`src/rtl/rr_mux_arbiter.sv`:
```
// rr_mux_arbiter: two-channel round-robin arbiter feeding one registered
// output stage through a shared N-bit 2:1 mux. Each channel gets a
// saturating count of the words it has had accepted.
module rr_mux_arbiter #(
   parameter int N     = 8,
   parameter int CNT_W = 16
) (
   input  logic             clk,
   input  logic             rst_n,
   input  logic             a_valid,
   input  logic [N-1:0]     a_data,
   output logic             a_ready,
   input  logic             b_valid,
   input  logic [N-1:0]     b_data,
   output logic             b_ready,
   output logic             out_valid,
   output logic [N-1:0]     out_data,
   output logic             out_src,
   input  logic             out_ready,
   output logic             sel,
   output logic [CNT_W-1:0] a_cnt,
   output logic [CNT_W-1:0] b_cnt
);

   typedef enum logic {
      EMPTY = 1'b0,
      FULL  = 1'b1
   } state_t;

   state_t         state;
   state_t         state_next;
   logic           last_src;
   logic           grant_a;
   logic           grant_b;
   logic           can_load;
   logic           accept;
   logic [N-1:0]   mux_data;

   // Increment that sticks at the all-ones value instead of wrapping.
   function automatic logic [CNT_W-1:0] sat_inc(input logic [CNT_W-1:0] v);
      logic [CNT_W-1:0] one;
      one = {{(CNT_W-1){1'b0}}, 1'b1};
      return (&v) ? v : v + one;
   endfunction

   // Arbitration, ready generation and next-state decision.
   always_comb begin
      grant_a    = 1'b0;
      grant_b    = 1'b0;
      sel        = 1'b0;
      can_load   = 1'b0;
      a_ready    = 1'b0;
      b_ready    = 1'b0;
      accept     = 1'b0;
      state_next = state;

      // Under contention the channel that did not win the last accepted
      // transfer gets the grant; otherwise whoever is valid wins.
      if (a_valid && b_valid) begin
         grant_a = ~last_src;
         grant_b = last_src;
      end else begin
         grant_a = a_valid;
         grant_b = b_valid;
      end
      sel = grant_a;

      // While FULL the register can be reloaded only if it drains this cycle.
      can_load = (state == EMPTY) || out_ready;
      a_ready  = grant_a && can_load;
      b_ready  = grant_b && can_load;
      accept   = a_ready || b_ready;

      case (state)
         EMPTY: begin
            if (accept) state_next = FULL;
         end
         FULL: begin
            if (accept)         state_next = FULL;
            else if (out_ready) state_next = EMPTY;
         end
         default: state_next = EMPTY;
      endcase
   end

   assign out_valid = (state == FULL);
   assign mux_data  = sel ? a_data : b_data;

   // State register.
   always_ff @(posedge clk or negedge rst_n) begin
      if (!rst_n) state <= EMPTY;
      else        state <= state_next;
   end

   // Output word, source tag, round-robin pointer and transfer counters.
   always_ff @(posedge clk or negedge rst_n) begin
      if (!rst_n) begin
         out_data <= '0;
         out_src  <= 1'b0;
         last_src <= 1'b0;
         a_cnt    <= '0;
         b_cnt    <= '0;
      end else if (accept) begin
         out_data <= mux_data;
         out_src  <= sel;
         last_src <= sel;
         if (sel) a_cnt <= sat_inc(a_cnt);
         else     b_cnt <= sat_inc(b_cnt);
      end
   end

endmodule

```
`config.mk`:
```
export PLATFORM = sky130hd
export DESIGN_NAME = rr_mux_arbiter
export DESIGN_NICKNAME = d
export VERILOG_FILES = /design/src/rtl/rr_mux_arbiter.sv
export SDC_FILE = /design/constraint.sdc
export NUM_CORES = 1
export LEC_CHECK = 0
export ABC_CLOCK_PERIOD_IN_PS = 2100
export BUFFER_PORTS_ARGS = -buffer_cell sky130_fd_sc_hd__buf_2
export CAP_MARGIN = 15
export CORE_MARGIN = 2
export CORE_UTILIZATION = 46
export DETAILED_ROUTE_END_ITERATION = 7
export PLACE_DENSITY = 0.77
export SLEW_MARGIN = 10
export SYNTH_ARGS = -nofsm -noshare
export SYNTH_HDL_FRONTEND = slang
export SYNTH_SLANG_ARGS = --single-unit
```
`constraint.sdc`:
```
create_clock -name clk -period 2.1 [get_ports clk]
set_clock_uncertainty 0.2 [all_clocks]
set_input_delay 0.21 -clock clk [delete_from_list [all_inputs] [get_ports clk]]
set_output_delay 0.21 -clock clk [all_outputs]
set_load 0.05 [all_outputs]
```
Word-level counts from Yosys, hierarchy flattened
Index checks and enable logic that the tools add are counted.

storage, ports and cells
  logic and storage cells = 28
  register bits = 42
  input port bits = 21
  output and inout bits = 45

operators by class
  bitwise gates (word level) = 5
  reductions and logical operators = 9
  $add $sub $neg = 2
  muxes and demuxes = 7

operators with widths
  cell                     number
  $add A16 B1 Y16 const B  2
  $reduce_and A16 Y1       2
  $mux W8                  1
  $reduce_and A3 Y1        2
  $mux W1                  5
  $not A1 Y1               5
  $logic_and A1 B1 Y1      3
  $logic_or A1 B1 Y1       2
  $pmux W1 S2              1

Longest topological paths before layout
  word-level depth = 6
  depth in mapped cells = 6

Least setup slack after synthesis
Ideal clock, no wire load.

  kind = register to register
  from = register b_cnt[0]
  to = register b_cnt[1]
  stages on the path, launching flop included = 6
  setup time = 0.125 ns
  data required time = 1.775 ns
  setup slack = -0.147 ns
  clock period less this slack = 2.247 ns
  data arrival time = 1.923 ns
  cells stage by stage = dfrtp_1 > ha_1 > nand4_1 > nor4_4 > nor2_1 > mux2_2

between the ends
  word-level cells in the longest chain between the ends = 3

RTL lines
  what                                                     line  text
  start, declared                                          22    output logic [CNT_W-1:0] b_cnt
  start signal, assigned                                   108   else b_cnt <= sat_inc(b_cnt);
  branches (longest 3 deep; another with $add A16 B1 Y16)  n/a

Several ways; the timed one is not identified.
A chain may end at the register's enable or synchronous reset.

Final worst setup path
  from = input b_valid
  to = output sel

between the ends
  word-level cells in the longest chain between the ends = 2

RTL lines
  what                 line  text
  start, declared      13    input logic b_valid,
  $logic_and A1 B1 Y1  59    if (a_valid && b_valid) begin
  $mux W1              59
  end, declared        20    output logic sel,

No other way between the ends.

==> flow_summary.ini <==
[status]
status = finished clean

[grt]
globalRoute.totalOverflow = 0
initial_antenna_violation_count = 0
grt_start_max_net_pins = 21
grt_pass1_wl_um = 7550
overall_fraction_of_global_route_tracks_in_use_pct = 18.9
grt_pass1_vias = 1704

[timing]
fin_setup_tns_ns = 0
report.final.hold_viol_count = 0
relSlewSlack_pct = 70.0
timing.final.crit_period_ns = 2.05
fmax_mhz = 489
final_max_slew_viols = 0
min_period_over_period_pct = 97.4
timing.final.setup_violations = 0
tightest_slew_ns = 0.446

[routing]
drc_errors = 0
top_signal_layer_used = met4
avgViaCountPerCell = 5.33
met1_length_um = 2010
met2RoutedLength_um = 2180
route.vias.total = 1728
detail_route.iter0.violations = 85
totalWireLength_um = 4490
antenna_violating_nets_post_route = 0
drt_pre_antenna_iters = 4
avgRoutedWirePerCell_um = 13.8
met3_wirelength_um = 233

[finish]
final_core_util_pct = 60.7
diodes = 0
finalNetCount = 294
final_common_cell = buf_2
drive_above_1_share_pct = 36.0
synthToLayoutAreaGrowth_pct = 26.4
fillerInstances = 383
multi_input_comb_area_um2 = 1000
register_area_um2 = 1060
stdcell_area_um2 = 2640
final_cells = 324
layout.cells.most_common_list = buf_2, dfrtp_1, xor2_1, nand2_1, nor3_1

[critical_path]
worstPathArrival_ns = 1.64
timing.critical_path.to_type = primary output
critical_path.most_common_cell = buf_2
timing.critical_path.slowest_stage_cell = dlygate4sd3_1
timing.critical_path.required_ns = 1.69
cpPeakStageDelay_ns = 0.53
worstSetupPathType = input port to primary output
worst-path-max-fanout = 9
worstPathBufferInverterCount = 4
crit_path_cell_trace = dlygate4sd3_1 -> buf_2 -> a21boi_2 -> buf_4 -> buf_2
setup.reg_to_reg.worst_slack_ns = 0.17
startpoint_type = input port
crit_family = buffers and inverters

[flow_run]
drv_cap = 0

[clock_tree]
postCtsSetupBuffers = 0
clockBufferDepth = 2
cts_tree = built
tritoncts_num_sinks = 42
clk_pin_slew_ns = 0.07
cts_inserted_buffers = 5
clkLatencyLatePin_ns = 0.29
cts_root_buf = clkbuf_8
htree_levels = 2

[logic_synthesis]
post_synth_and_or_nand_nor_area_fraction_pct = 24.3
netlist_instances = 193
syn_area_um2 = 2090
ys.warnings.count = 0
synth.yosys.seq_area_share_pct = 50.2
syn_area_per_cell_um2 = 10.8
synth-seq-cells = 42
synth_fp_nets = 216
post_synth_mux_area_share_pct = 5.38
synth_top_family_by_area = simple AND/OR/NAND/NOR gates
yosys.area_share.adder_pct = 1.20
yosys.area_share.xor_xnor_pct = 11.7
synth_compound_area_share_pct = 4.67
synth_cell_types = 36

[floorplanning]
chipWidth_um = 71.4
core_region_area_um2 = 4350
start_util_pct = 48.0
floorplan.die.height_um = 71.4
row_count = 24
boundaryPins = 66
area_enclosed_by_the_die_boundary_um2 = 5100

[pwr]
power.share.combinational_pct = 41.1
power.clock.fraction_pct = 18.0
power.net_switching_w = 0.00139
powerDensity_nw_per_um2 = 1120
sw_frac_of_total_pct = 47.0
max-vdd-ir-drop_mv = 0.701
p_seq_share_pct = 40.9
internal_power_w = 0.00156
power.leakage_nw = 1.30

[placed_design]
detailed_place_hpwl_um = 3390
placement.cell_area_um2 = 2520
gp_congestion = 0.896
post-place-cells = 313
port_buffers = 65

[min_path]
min_path_type = input port to flop
cell families after synthesis:
kind of cell | count (synthesis)
AOI/OAI and AO/OA | 16
xor gates and xnor gates | 28
adders and majority gates | 2
buffers and inverters | 9
DFF | 42
muxes | 11
and+or+nand+nor | 85
cell usage after synthesis, drive strengths merged:
cell / n / area (um2)
a31oi: 1 / 6.26
a21boi: 2 / 18.8
and4: 2 / 17.5
o21bai: 1 / 7.51
dfrtp: 42 / 1050
nor3b: 2 / 15.0
a21oi: 1 / 5.00
nand4: 10 / 62.6
nand3: 9 / 50.1
mux2i: 9 / 90.1
ha: 2 / 25.0
xnor2: 1 / 8.76
nor4: 13 / 124
and3: 4 / 25.0
a211oi: 2 / 15.0
nor2: 6 / 22.5
o21ai: 9 / 45.0
or2b: 1 / 7.51
buf: 4 / 32.5
or2: 2 / 12.5
mux2: 2 / 22.5
or4: 1 / 11.3
clkbuf: 1 / 3.75
xor2: 27 / 236
inv: 4 / 15.0
nor4b: 1 / 8.76
nand2b: 1 / 6.26
nand2: 21 / 86.3
nor3: 12 / 60.1
layout make-up:
type	count	share of cell area (%)
clock buffers	7	3.27
flip-flops and latches	42	39.9
repair buffers	76	15.7
well taps	52	2.46
multi-input cells	142	37.9
inverters	4	0.568
clock inverters	1	0.189
power groups by stage:
stage	clock [W]	sequential, W	combinational (W)
detailed placement	0	0.00122	0.00122
finish	0.000531	0.00121	0.00121
global placement	0	0.00121	0.00120
floorplan	0	0.00181	0.000307
CTS	0.000550	0.00121	0.00122
global route	0.000585	0.00125	0.00129
worst reg2reg max path, cell delays in order, from the launching register on:
cell	delay [ns]
dfrtp_2	0.39
ha_1	0.18
nand4_1	0.17
or2_2	0.38
nor4_1	0.36
xor2_1	0.18
metal layers:
metal  track usage [%]  vias up
li1                  -      852
met1              23.1      821
met2              32.0       46
met3              4.92        9
met4              6.92        0
met5                 0        -
final timing paths:
kind | startpoint | to | depth (start not counted)
max | b_valid | sel | 5
min | a_data[0] | out_data[0]$_DFFE_PN0P_ | 3
max reg2reg | a_cnt[0]$_DFFE_PN0P_ | a_cnt[12]$_DFFE_PN0P_ | 5
min reg2reg | out_data[3]$_DFFE_PN0P_ | out_data[3]$_DFFE_PN0P_ | 2
max in group asynchronous | rst_n | b_cnt[1]$_DFFE_PN0P_ | 3
min in group asynchronous | rst_n | a_cnt[12]$_DFFE_PN0P_ | 2
sequential cells by signal, summed over array words and instances (netlist names):
signal     flops
out_src        1
out_valid      1
a_cnt         16
b_cnt         16
out_data       8
per-stage QoR:
| step | hold slack, ns | setup slack [ns] | power, W |
|---|---|---|---|
| after floorplan | -0.286 | 0.0142 | 0.00211 |
| after global placement | -0.0245 | 0.220 | 0.00241 |
| after detailed placement | -0.0185 | 0.156 | 0.00244 |
| after CTS | 0.00601 | 0.0392 | 0.00298 |
| after global routing | 0.0250 | -0.0118 | 0.00312 |
| final | 0.0120 | 0.0537 | 0.00295 |
repair_timing:
item | CTS | global route
endpoints found under the setup margin | 0 | 2
hold buffers | 3 | 0
resized for setup | 0 | 1
hold endpoints to repair | 20 | 0
Note: power is estimated with default switching activity, not from simulation.
